$ cat config.mk
export PLATFORM = sky130hd
export DESIGN_NAME = frame_eq_compare
export DESIGN_NICKNAME = d
export VERILOG_FILES = /design/src/rtl/frame_eq_compare.sv
export SDC_FILE = /design/constraint.sdc
export NUM_CORES = 1
export LEC_CHECK = 0
export ABC_AREA = 1
export CAP_MARGIN = 10
export CORE_MARGIN = 2
export CORE_UTILIZATION = 48
export CTS_CLUSTER_SIZE = 25
export DETAILED_ROUTE_END_ITERATION = 16
export GPL_ROUTABILITY_DRIVEN = 0
export PLACE_DENSITY = 0.86
export SKIP_LAST_GASP = 1
export SLEW_MARGIN = 10
export SYNTH_ARGS = -nofsm -noshare
export SYNTH_HDL_FRONTEND = slang
export SYNTH_SLANG_ARGS = --single-unit
$ cat constraint.sdc
create_clock -name clk -period 1.4 [get_ports clk]
set_input_delay 0.14 -clock clk [delete_from_list [all_inputs] [get_ports clk]]
set_output_delay 0.14 -clock clk [all_outputs]
set_load 0.05 [all_outputs]
$ cat src/rtl/frame_eq_compare.sv
// frame_eq_compare: streaming frame comparator.
// Consumes pairs of WIDTH-bit words over a valid/ready stream. A frame ends
// on a beat with in_last set. Each frame produces one registered result:
// equal/gt/lt, the index of the first differing word, and an overflow flag.
// For the magnitude result, word 0 of a frame is the most significant word.
// Optional build macro FRAME_EQ_COMPARE_MASK_EN adds an in_mask port.
// Mask bits set to 1 are ignored for both the equality and the magnitude compare.
module frame_eq_compare #(
  parameter  int WIDTH     = 8,
  parameter  int MAX_BEATS = 16,
  localparam int IDXW      = $clog2(MAX_BEATS)
) (
  input  logic            clk,
  input  logic            rst,
  input  logic            in_valid,
  output logic            in_ready,
  input  logic [WIDTH-1:0] in_a,
  input  logic [WIDTH-1:0] in_b,
`ifdef FRAME_EQ_COMPARE_MASK_EN
  input  logic [WIDTH-1:0] in_mask,
`endif
  input  logic            in_last,
  output logic            res_valid,
  input  logic            res_ready,
  output logic            res_equal,
  output logic            res_gt,
  output logic            res_lt,
  output logic [IDXW-1:0] res_idx,
  output logic            res_ovf
);

  localparam logic [IDXW-1:0] CNT_MAX = IDXW'(MAX_BEATS - 1);

  typedef enum logic {ACCUM, RESULT} state_t;

  typedef struct packed {
    logic            equal;
    logic            gt;
    logic            lt;
    logic [IDXW-1:0] idx;
    logic            ovf;
  } res_t;

  state_t          state, state_nx;
  res_t            res_q, res_nx;

  logic [IDXW-1:0] cnt;
  logic            mis;
  logic            gt_q;
  logic [IDXW-1:0] idx_q;
  logic            ovf;

  logic [WIDTH-1:0] mask_w;
  logic [WIDTH-1:0] a_m, b_m;
  logic             beat_fire, res_fire;
  logic             diff, first_mis, at_cap;
  logic             mis_nx, gt_nx;
  logic [IDXW-1:0]  idx_nx;

`ifdef FRAME_EQ_COMPARE_MASK_EN
  assign mask_w = in_mask;
`else
  assign mask_w = '0;
`endif

  // Masked operands feed both the difference detect and the magnitude compare
  assign a_m = in_a & ~mask_w;
  assign b_m = in_b & ~mask_w;

  assign beat_fire = in_valid & in_ready;
  assign res_fire  = res_valid & res_ready;
  assign diff      = |(a_m ^ b_m);
  assign first_mis = beat_fire & diff & ~mis;
  assign at_cap    = (cnt == CNT_MAX);

  // State register
  always_ff @(posedge clk or posedge rst) begin
    if (rst) state <= ACCUM;
    else     state <= state_nx;
  end

  // Next-state: a last beat closes the frame, the result handshake reopens it
  always_comb begin
    state_nx = state;
    case (state)
      ACCUM:   if (beat_fire && in_last) state_nx = RESULT;
      RESULT:  if (res_ready)            state_nx = ACCUM;
      default: state_nx = ACCUM;
    endcase
  end

  // Stream handshake outputs are decoded straight from the state
  always_comb begin
    in_ready  = (state == ACCUM);
    res_valid = (state == RESULT);
  end

  // Frame view including the current beat, so a mismatch on the last beat counts
  always_comb begin
    mis_nx = mis | (beat_fire & diff);
    gt_nx  = first_mis ? (a_m > b_m) : gt_q;
    idx_nx = first_mis ? cnt : idx_q;
  end

  // Frame accumulation: beat counter with saturation, first-mismatch capture
  always_ff @(posedge clk or posedge rst) begin
    if (rst) begin
      cnt   <= '0;
      mis   <= 1'b0;
      gt_q  <= 1'b0;
      idx_q <= '0;
      ovf   <= 1'b0;
    end else if (res_fire) begin
      cnt   <= '0;
      mis   <= 1'b0;
      gt_q  <= 1'b0;
      idx_q <= '0;
      ovf   <= 1'b0;
    end else if (beat_fire) begin
      if (first_mis) begin
        mis   <= 1'b1;
        gt_q  <= gt_nx;
        idx_q <= idx_nx;
      end
      // Once the counter saturates, further beats report the last index
      // and mark the frame as oversized
      if (!in_last) begin
        if (at_cap) ovf <= 1'b1;
        else        cnt <= cnt + 1'b1;
      end
    end
  end

  // Result encoding: exactly one of equal/gt/lt; idx forced to 0 when equal
  always_comb begin
    res_nx       = res_q;
    res_nx.equal = ~mis_nx;
    res_nx.gt    = mis_nx & gt_nx;
    res_nx.lt    = mis_nx & ~gt_nx;
    res_nx.idx   = mis_nx ? idx_nx : '0;
    res_nx.ovf   = ovf;
  end

  // Result register: loads on the last beat and otherwise holds
  always_ff @(posedge clk or posedge rst) begin
    if (rst)                      res_q <= '0;
    else if (beat_fire && in_last) res_q <= res_nx;
  end

  assign res_equal = res_q.equal;
  assign res_gt    = res_q.gt;
  assign res_lt    = res_q.lt;
  assign res_idx   = res_q.idx;
  assign res_ovf   = res_q.ovf;

endmodule
==> impl_metrics.py, run 1 <==
metrics = {
    "placed_design": {
        "place_area_mm2": 0.00166,
        "port_buffers": 30,
        "dpl.hpwl_um": 2230,
        "post-place-ws_ns": -0.401,
    },
    "synth": {
        "synth_fp_nets": 167,
        "synthTopCellsByArea": "dfrtp_1 42%, nand2_1 10%, ha_1 9.5%, inv_1 7.6%, nand2_4 5.7%",
        "yosysMostFrequentCell": "nand2_1",
        "syn_inst": 137,
        "netlist_area_mm2": 0.00118,
        "netlist_top_cells_count": "32 x nand2_1, 24 x inv_1, 20 x dfrtp_1",
        "synthFlopType": "dfrtp_1",
        "syn_avg_cell_area_um2": 8.63,
        "synth_seq_cells": 20,
        "ys_warn_count": 0,
        "yosys.area.top_type": "dfrtp_1",
        "yosysUniqueCellTypes": 22,
        "synth_enable_flop_cells": 0,
        "seq_area_frac_synth_pct": 42.3,
        "async_flop_share_pct": 100,
        "synth_top_area_share_pct": 42.3,
    },
    "global_route": {
        "grt_pass1_vias": 1214,
        "grtUsageTotal_pct": 28.5,
        "grt_pass1_wl_um": 5650,
        "antenna_found_initial": 0,
        "grt_overflow": 0,
        "grt_max_degree": 13,
    },
    "sta": {
        "fin_skew_ns": 0.00353,
        "worst_pin_slew_ns": 0.328,
        "finalCritPeriodShare_pct": 96.9,
        "slew_headroom_pct": 78.1,
        "fmax_mhz": 737,
        "finalWorstSetupSlack_ns": 0.0427,
        "fin_crit_ns": 1.36,
        "hold_viol": 0,
        "finalSetupViolations": 0,
        "slew_viol_final": 0,
    },
    "clock_tree": {
        "root_buffer": "clkbuf_4",
        "cts_sinks": 20,
        "cts_buffers": 3,
        "cts_hold_buf": 0,
        "clk_path_buf_depth": 2,
        "cts_tree": "built",
        "clock_latency_ns": 0.31,
        "path_clk_slew_ns": 0.12,
        "h-tree-depth": 1,
    },
    "worst_setup_path": {
        "cp-end-kind": "register",
        "r2r_slack_ns": 0.05,
        "worstPathArrival_ns": 1.61,
        "required_ns": 1.65,
        "worstPathMaxFanout": 6,
        "critPathKind": "in2reg",
        "critPathLaunchType": "input pin",
    },
    "die": {
        "pin_count": 31,
        "start_util_pct": 52.0,
        "rows": 17,
        "die_x_um": 53.6,
        "core-area_mm2": 0.00228,
        "die_h_um": 53.6,
        "dieArea_mm2": 0.00288,
    },
    "detailed_routing": {
        "firstDrtPassIters": 4,
        "wl_per_cell_um": 16.5,
        "routed_wl_um": 3440,
        "vias_per_cell": 5.29,
        "vias": 1101,
        "postRouteAntennaNets": 0,
        "dr.first_iter.drc_count": 26,
        "drc": 0,
    },
    "cells_and_area": {
        "nFillCells": 113,
        "diodes": 0,
        "final_util_pct": 82.7,
        "area_growth_syn_to_layout_pct": 59.2,
        "final_nets": 211,
        "drive_gt1_share_pct": 36.7,
        "stdcell_area_mm2": 0.00188,
    },
    "pwr": {
        "p_leak_nw": 1.02,
        "cellPowerDensity_mw_per_mm2": 1470,
        "ir_worst_vdd_uv": 1550,
        "total_power_mw": 2.76,
    },
    "min_path": {
        "hold_path.class": "in2async",
    },
    "status": {
        "status": "complete, no violations",
    },
    "job": {
        "cap_violations": 0,
    },
}
## area by class of cell
| type | instances | area [µm²] | share of cell area, % |
|---|---|---|---|
| multi-input cells | 89 | 699 | 37.2 |
| inverters | 27 | 106 | 5.65 |
| well taps | 28 | 35.0 | 1.86 |
| clock inverters | 1 | 30.0 | 1.60 |
| flip-flops and latches | 20 | 502 | 26.7 |
| clock buffers | 3 | 22.5 | 1.20 |
| repair buffers | 40 | 487 | 25.9 |
## cell usage in the layout, fill, tap and decap left out, drive strengths merged
cell type and instances:
nand2 43, inv 27, dfrtp 20, buf 20, o21ai 11, dlymetal6s2s 10, ha 9, nand3 7
clkdlybuf4s50 6, nor2 6, a21oi 4, and2 4, dlygate4sd2 4, clkbuf 3, o21a 1, nand3b 1
nor3 1, nor3b 1, xor2 1, bufinv 1
## metrics by stage
step / hold WS [ns] / instances / setup TNS, ns
CTS: 0.128 / 207 / 0
finish: 0.122 / 208 / 0
floorplan: 0.104 / 137 / -0.00107
detailed placement: 0.473 / 202 / -4.59
global route: 0.142 / 208 / -0.0000939
global placement: 0.444 / 202 / -3.68
## what timing repair did
action | in CTS | in global routing
gates cloned | 0 | 0
hold endpoints to repair | 0 | 0
pin swaps | 7 | 8
setup buffers | 1 | 1
setup endpoints to repair | 11 | 15
gates resized for setup | 20 | 20
## flip-flops by register name, indices dropped and copies added, names as in the netlist
register and flops:
res_ovf 1, res_equal 1, res_valid 1, res_idx 4, cnt 4, idx_q 4
res_gt 1, mis 1, gt_q 1, res_lt 1, ovf 1
## path summary, 6_finish.rpt
path	from	end	cells past startpoint
max in group asynchronous	rst	res_valid	3
min in group clk	res_ready	res_valid	2
worst max-delay path	in_b[0]	res_idx[2]	11
worst min-delay path	rst	res_lt	3
worst min register to register	res_equal	res_equal	1
worst max register to register	cnt[0]	cnt[0]	6
## worst max-delay path, stage by stage
cell and delay (ns):
clkdlybuf4s50_1 0.46, ha_4 0.30, nand2_4 0.05, nor2_4 0.10
nand2_4 0.07, nand2_4 0.09, buf_6 0.13, nand2_4 0.05
o21ai_4 0.06, nand2_1 0.08, nand2_1 0.07
## routing by layer
| metal | track usage, % | wire (µm) | vias to the layer above |
|---|---|---|---|
| li1 | - | - | 507 |
| met1 | 30.4 | 1300 | 531 |
| met2 | 50.8 | 1780 | 47 |
| met3 | 5.56 | 181 | 16 |
| met4 | 18.4 | 178 | 0 |
| met5 | 0 | 0 | - |
## report_power, final
part           switching [mW]  total [mW]  internal [mW]
sequential              0.182       0.933          0.751
combinational           0.723        1.35          0.622
clock                   0.193       0.482          0.289
total                    1.10        2.76           1.66
## cell families after synthesis
group / count (synthesis) / synth area share, %
AND/OR/NAND/NOR: 63 / 28.9
flip-flops: 20 / 42.3
XOR/XNOR: 1 / 0.741
AO/OA/AOI/OAI: 16 / 8.25
buffers and inverters: 28 / 10.3
adder cells (fa/ha/maj): 9 / 9.52
Power figures use the tool's default switching activity.
==> inputs of run 2 (changes only) <==
- CORE_UTILIZATION: 48 -> 43
- PLACE_DENSITY: 0.86 -> 0.82
- clock period: 1.4 -> 1.2 ns (I/O delays scaled with it)
==> impl_metrics.py, run 2 (same netlist as run 1, synthesis figures left out) <==
metrics = {
    "worst_setup_path": {
        "worstPathMaxFanout": 6,
        "r2r_slack_ns": -0.04,
        "ff2ff_path_depth": 8,
        "worstPathArrival_ns": 1.45,
        "required_ns": 1.41,
        "critPathLaunchType": "register",
        "cp-end-kind": "register",
        "critPathKind": "reg2reg",
    },
    "detailed_routing": {
        "routed_wl_um": 2790,
        "drc": 0,
        "dr.first_iter.drc_count": 26,
        "wl_met3_um": 97,
        "wl_met2_um": 1420,
        "vias": 1040,
        "vias_per_cell": 4.79,
        "highest_layer": "met4",
        "firstDrtPassIters": 7,
        "postRouteAntennaNets": 0,
        "wl_per_cell_um": 12.8,
        "wirelength_met1_um": 1200,
    },
    "clock_tree": {
        "cts_hold_buf": 0,
        "cts_sinks": 20,
        "cts_buffers": 3,
        "path_clk_slew_ns": 0.11,
        "root_buffer": "clkbuf_4",
        "clock_latency_ns": 0.31,
        "clk_path_buf_depth": 2,
        "h-tree-depth": 1,
        "cts_tree": "built",
    },
    "placed_design": {
        "dp_cells": 212,
        "post-place-ws_ns": -0.544,
        "dpl.hpwl_um": 2070,
        "port_buffers": 30,
    },
    "pwr": {
        "p_clk_share_pct": 13.0,
        "ir_worst_vdd_uv": 1590,
        "power_frac_comb_pct": 52.0,
        "cellPowerDensity_mw_per_mm2": 1630,
        "power.switching_mw": 1.24,
        "p_seq_share_pct": 35.0,
        "p_leak_nw": 0.955,
        "p_int_mw": 1.84,
        "switching_share_pct": 40.2,
        "total_power_mw": 3.07,
    },
    "min_path": {
        "hold_path.class": "in2async",
    },
    "cells_and_area": {
        "drive_gt1_share_pct": 39.2,
        "diodes": 0,
        "area_growth_syn_to_layout_pct": 59.4,
        "layout_commonest_cell": "nand2_1",
        "final_cell_mix": "30 x nand2_1, 19 x inv_1, 19 x dfrtp_1",
        "instances_no_fill": 217,
        "final_nets": 217,
    },
    "sta": {
        "finalCritPeriodShare_pct": 103,
        "fin_skew_ns": 0.00381,
        "rsz0062_at_grt": "true",
        "hold_viol": 0,
        "slew_viol_final": 0,
        "slew_headroom_pct": 87.0,
        "worst_pin_slew_ns": 0.194,
        "fmax_mhz": 805,
        "finalSetupViolations": 5,
        "finalWorstSetupSlack_ns": -0.0419,
        "tns_ns": -0.0995,
        "fin_crit_ns": 1.24,
        "whs_ns": 0.0774,
    },
    "global_route": {
        "grt_max_degree": 13,
        "grtUsageTotal_pct": 19.0,
        "grt_pass1_vias": 1093,
        "antenna_found_initial": 0,
        "grt_overflow": 0,
        "grt_pass1_wl_um": 4700,
    },
    "status": {
        "status": "finished, violations left",
        "violations": "negative setup slack",
    },
    "job": {
        "cap_violations": 0,
    },
    "die": {
        "pin_count": 31,
        "die_x_um": 56.4,
        "rows": 19,
        "core-area_mm2": 0.00269,
        "dieArea_mm2": 0.00318,
        "die_h_um": 56.4,
        "start_util_pct": 44.0,
    },
}
==> run 2: cell count changes in the layout (fill, tap and decap cells not counted), sizes merged <==
| cell | previous run | this run |
|---|---|---|
| dlygate4sd2 | 4 | 16 |
| dlymetal6s2s | 10 | 0 |
| buf | 20 | 26 |
| clkdlybuf4s50 | 6 | 4 |
| bufinv | 1 | 0 |
| clkbuf | 3 | 4 |
| clkinv | 0 | 1 |
| inv | 27 | 26 |
==> run 2: path summary, 6_finish.rpt <==
path / from / endpoint
setup / recovery: res_valid / idx_q[1]
hold / removal: rst / res_lt
setup reg to reg: res_valid / idx_q[1]
hold reg to reg: ovf / ovf
max in group asynchronous: rst / cnt[2]
min in group clk: res_ready / res_valid
==> run 2: cell type report <==
type / count / area [µm²]
multi-input combinational: 89 / 688
fill: 183 / 802
inverter: 27 / 106
sequential: 20 / 502
tap: 31 / 38.8
timing repair buffer: 46 / 513
clock buffer: 4 / 36.3
==> run 2: power groups by stage <==
stage / Clock [mW] / Sequential, mW / Combinational (mW)
6_report: 0.400 / 1.08 / 1.60
5_1_grt: 0.434 / 1.10 / 1.71
4_1_cts: 0.410 / 1.08 / 1.58
3_5_place_dp: 0 / 1.08 / 1.54
3_3_place_gp: 0 / 1.07 / 1.50
2_1_floorplan: 0 / 1.33 / 0.559
==> run 2: critical path, cell delays in order (launching register included) <==
cell and delay (ns):
dfrtp_2 0.44, clkinv_4 0.06, nand2_4 0.05, nor2_4 0.10
nand2_4 0.08, buf_12 0.15, nand2_4 0.06, o21ai_4 0.05
and2_1 0.15
==> run 2: what timing repair did <==
item                                    4_1_cts  5_1_grt
pin swaps                                    16        2
cloned                                        0        0
resized for setup                            31        6
buffers inserted                              1        0
endpoints found under the setup margin       16       16
==> run 2: stage by stage <==
stage / util, % / instance area (µm²)
6_report: 70.1 / 1880
5_1_grt: 70.1 / 1880
4_1_cts: 69.6 / 1870
3_5_place_dp: 65.2 / 1750
3_3_place_gp: 65.2 / 1750
2_1_floorplan: - / 1210
==> run 2: per-layer routing <==
metal  global-route usage [%]  vias up
li1                         -      520
met1                     24.4      481
met2                     32.2       32
met3                     1.84        7
met4                     8.16        0
met5                        0        -
==> inputs of run 3 (changes only) <==
- CAP_MARGIN: 10 -> unset
- CTS_CLUSTER_SIZE: 25 -> 16
- TNS_END_PERCENT: unset -> 5
==> impl_metrics.py, run 3 (same netlist as run 1, synthesis figures left out) <==
metrics = {
    "detailed_routing": {
        "firstDrtPassIters": 4,
        "routed_wl_um": 2740,
        "drc": 0,
        "vias": 1043,
        "postRouteAntennaNets": 0,
        "vias_per_cell": 4.81,
        "dr.first_iter.drc_count": 20,
        "wl_per_cell_um": 12.6,
    },
    "sta": {
        "tns_ns": -0.457,
        "finalSetupViolations": 11,
        "fmax_mhz": 788,
        "fin_crit_ns": 1.27,
        "finalCritPeriodShare_pct": 106,
        "finalWorstSetupSlack_ns": -0.0694,
        "fin_skew_ns": 0.00372,
        "slew_headroom_pct": 81.4,
        "slew_viol_final": 0,
        "worst_pin_slew_ns": 0.277,
        "rsz0062_at_grt": "true",
        "hold_viol": 0,
    },
    "worst_setup_path": {
        "ff2ff_path_depth": 5,
        "critPathMaxStageDelay_ns": 0.40,
        "required_ns": 1.40,
        "worstPathMaxFanout": 3,
        "critPathLaunchType": "register",
        "worstPathArrival_ns": 1.47,
        "critPathKind": "reg2reg",
        "cp_cell_sequence": "ha_1, nand3_1, nand3_2, nor3_1, nor3b_2",
        "cp-end-kind": "register",
        "r2r_slack_ns": -0.07,
        "cpMaxStageDelayCell": "dfrtp_1",
        "r2r_end": "cnt[3]",
        "rr_startpoint": "cnt[0]",
    },
    "clock_tree": {
        "h-tree-depth": 1,
        "cts_hold_buf": 0,
        "cts_buffers": 3,
        "cts_tree": "built",
        "clk_path_buf_depth": 2,
        "root_buffer": "clkbuf_4",
        "cts_sinks": 20,
        "path_clk_slew_ns": 0.12,
        "clock_latency_ns": 0.30,
    },
    "pwr": {
        "ir_worst_vdd_uv": 1550,
        "p_leak_nw": 0.962,
        "total_power_mw": 3.20,
        "cellPowerDensity_mw_per_mm2": 1700,
    },
    "die": {
        "pin_count": 31,
        "dieArea_mm2": 0.00318,
        "rows": 19,
        "core-area_mm2": 0.00269,
        "start_util_pct": 44.0,
        "die_x_um": 56.4,
        "die_h_um": 56.4,
    },
    "cells_and_area": {
        "final_cell_mix": "31 x nand2_1, 19 x dfrtp_1, 18 x inv_1",
        "final_nets": 217,
        "seqCellArea_um2": 502,
        "nFillCells": 189,
        "area_growth_syn_to_layout_pct": 59.0,
        "stdcell_area_mm2": 0.00188,
        "layout_commonest_cell": "nand2_1",
        "multi_input_area_um2": 668,
        "diodes": 0,
        "drive_gt1_share_pct": 37.1,
    },
    "global_route": {
        "met2_usage_pct": 36.4,
        "grt_use_met3_pct": 3.92,
        "grtUsageTotal_pct": 19.2,
        "grt_pass1_vias": 1127,
        "grt_pass1_wl_um": 4820,
        "grt_max_degree": 21,
        "grt_overflow": 0,
        "busiest_layer": "met2",
        "gr-usage-met1_pct": 22.4,
        "antenna_found_initial": 0,
    },
    "placed_design": {
        "place_area_mm2": 0.00173,
        "port_buffers": 30,
        "dpl.hpwl_um": 2160,
    },
    "status": {
        "violations": "negative setup slack",
        "status": "finished, violations left",
    },
    "job": {
        "cap_violations": 0,
    },
    "min_path": {
        "hold_path.class": "in2async",
    },
}
[run 3: cell type report]
| type | count | share of cell area (%) |
|---|---|---|
| multi-input cells | 89 | 35.5 |
| clock inverters | 1 | 1.60 |
| inverters | 27 | 5.66 |
| well taps | 31 | 2.06 |
| flip-flops and latches | 20 | 26.7 |
| repair buffers | 46 | 27.3 |
| clock buffers | 3 | 1.20 |
[run 3: metrics by stage]
step                      hold WS (ns)  worst slack (ns)  utilization (%)  instances
after global placement           0.460            -0.494             64.4        211
after floorplan                 0.0838            -0.201                -        137
after global routing             0.190            -0.188             70.0        217
after detailed placement         0.469            -0.554             64.4        211
final                            0.126           -0.0694             70.0        217
after CTS                        0.127           -0.0614             69.2        217
[run 3: report_power, final]
part           internal, mW  leakage (nW)  switching [mW]
Combinational         0.779         0.675           0.803
Sequential            0.876         0.260           0.193
Clock                 0.338        0.0279           0.213
[run 3: worst max path at each step]
stage	depth (start not counted)	endpoint	startpoint
after floorplan	8	idx_q[0]	res_valid
after global placement	10	idx_q[0]	in_b[7]
after detailed placement	10	res_gt	in_b[7]
after CTS	8	idx_q[0]	res_valid
after global routing	5	cnt[3]	cnt[0]
final	5	cnt[3]	cnt[0]
[run 3: timing repair]
action,in CTS,in global routing
resized for setup,29,6
buffers inserted,2,0
endpoints found under the setup margin,17,17
pin swaps,10,4
[run 3: routing by layer]
layer	share of wire, %	vias to the layer above
li1	-	520
met1	41	499
met2	55	20
met3	3.3	4
met4	0.69	0
met5	0	-
[run 3: worst max-delay path, delay by kind of cell, from the launching register on]
| family | cells | cell delay [ns] |
|---|---|---|
| adder cells (fa/ha/maj) | 1 | 0.21 |
| flip-flops | 1 | 0.40 |
| AND/OR/NAND/NOR | 4 | 0.55 |
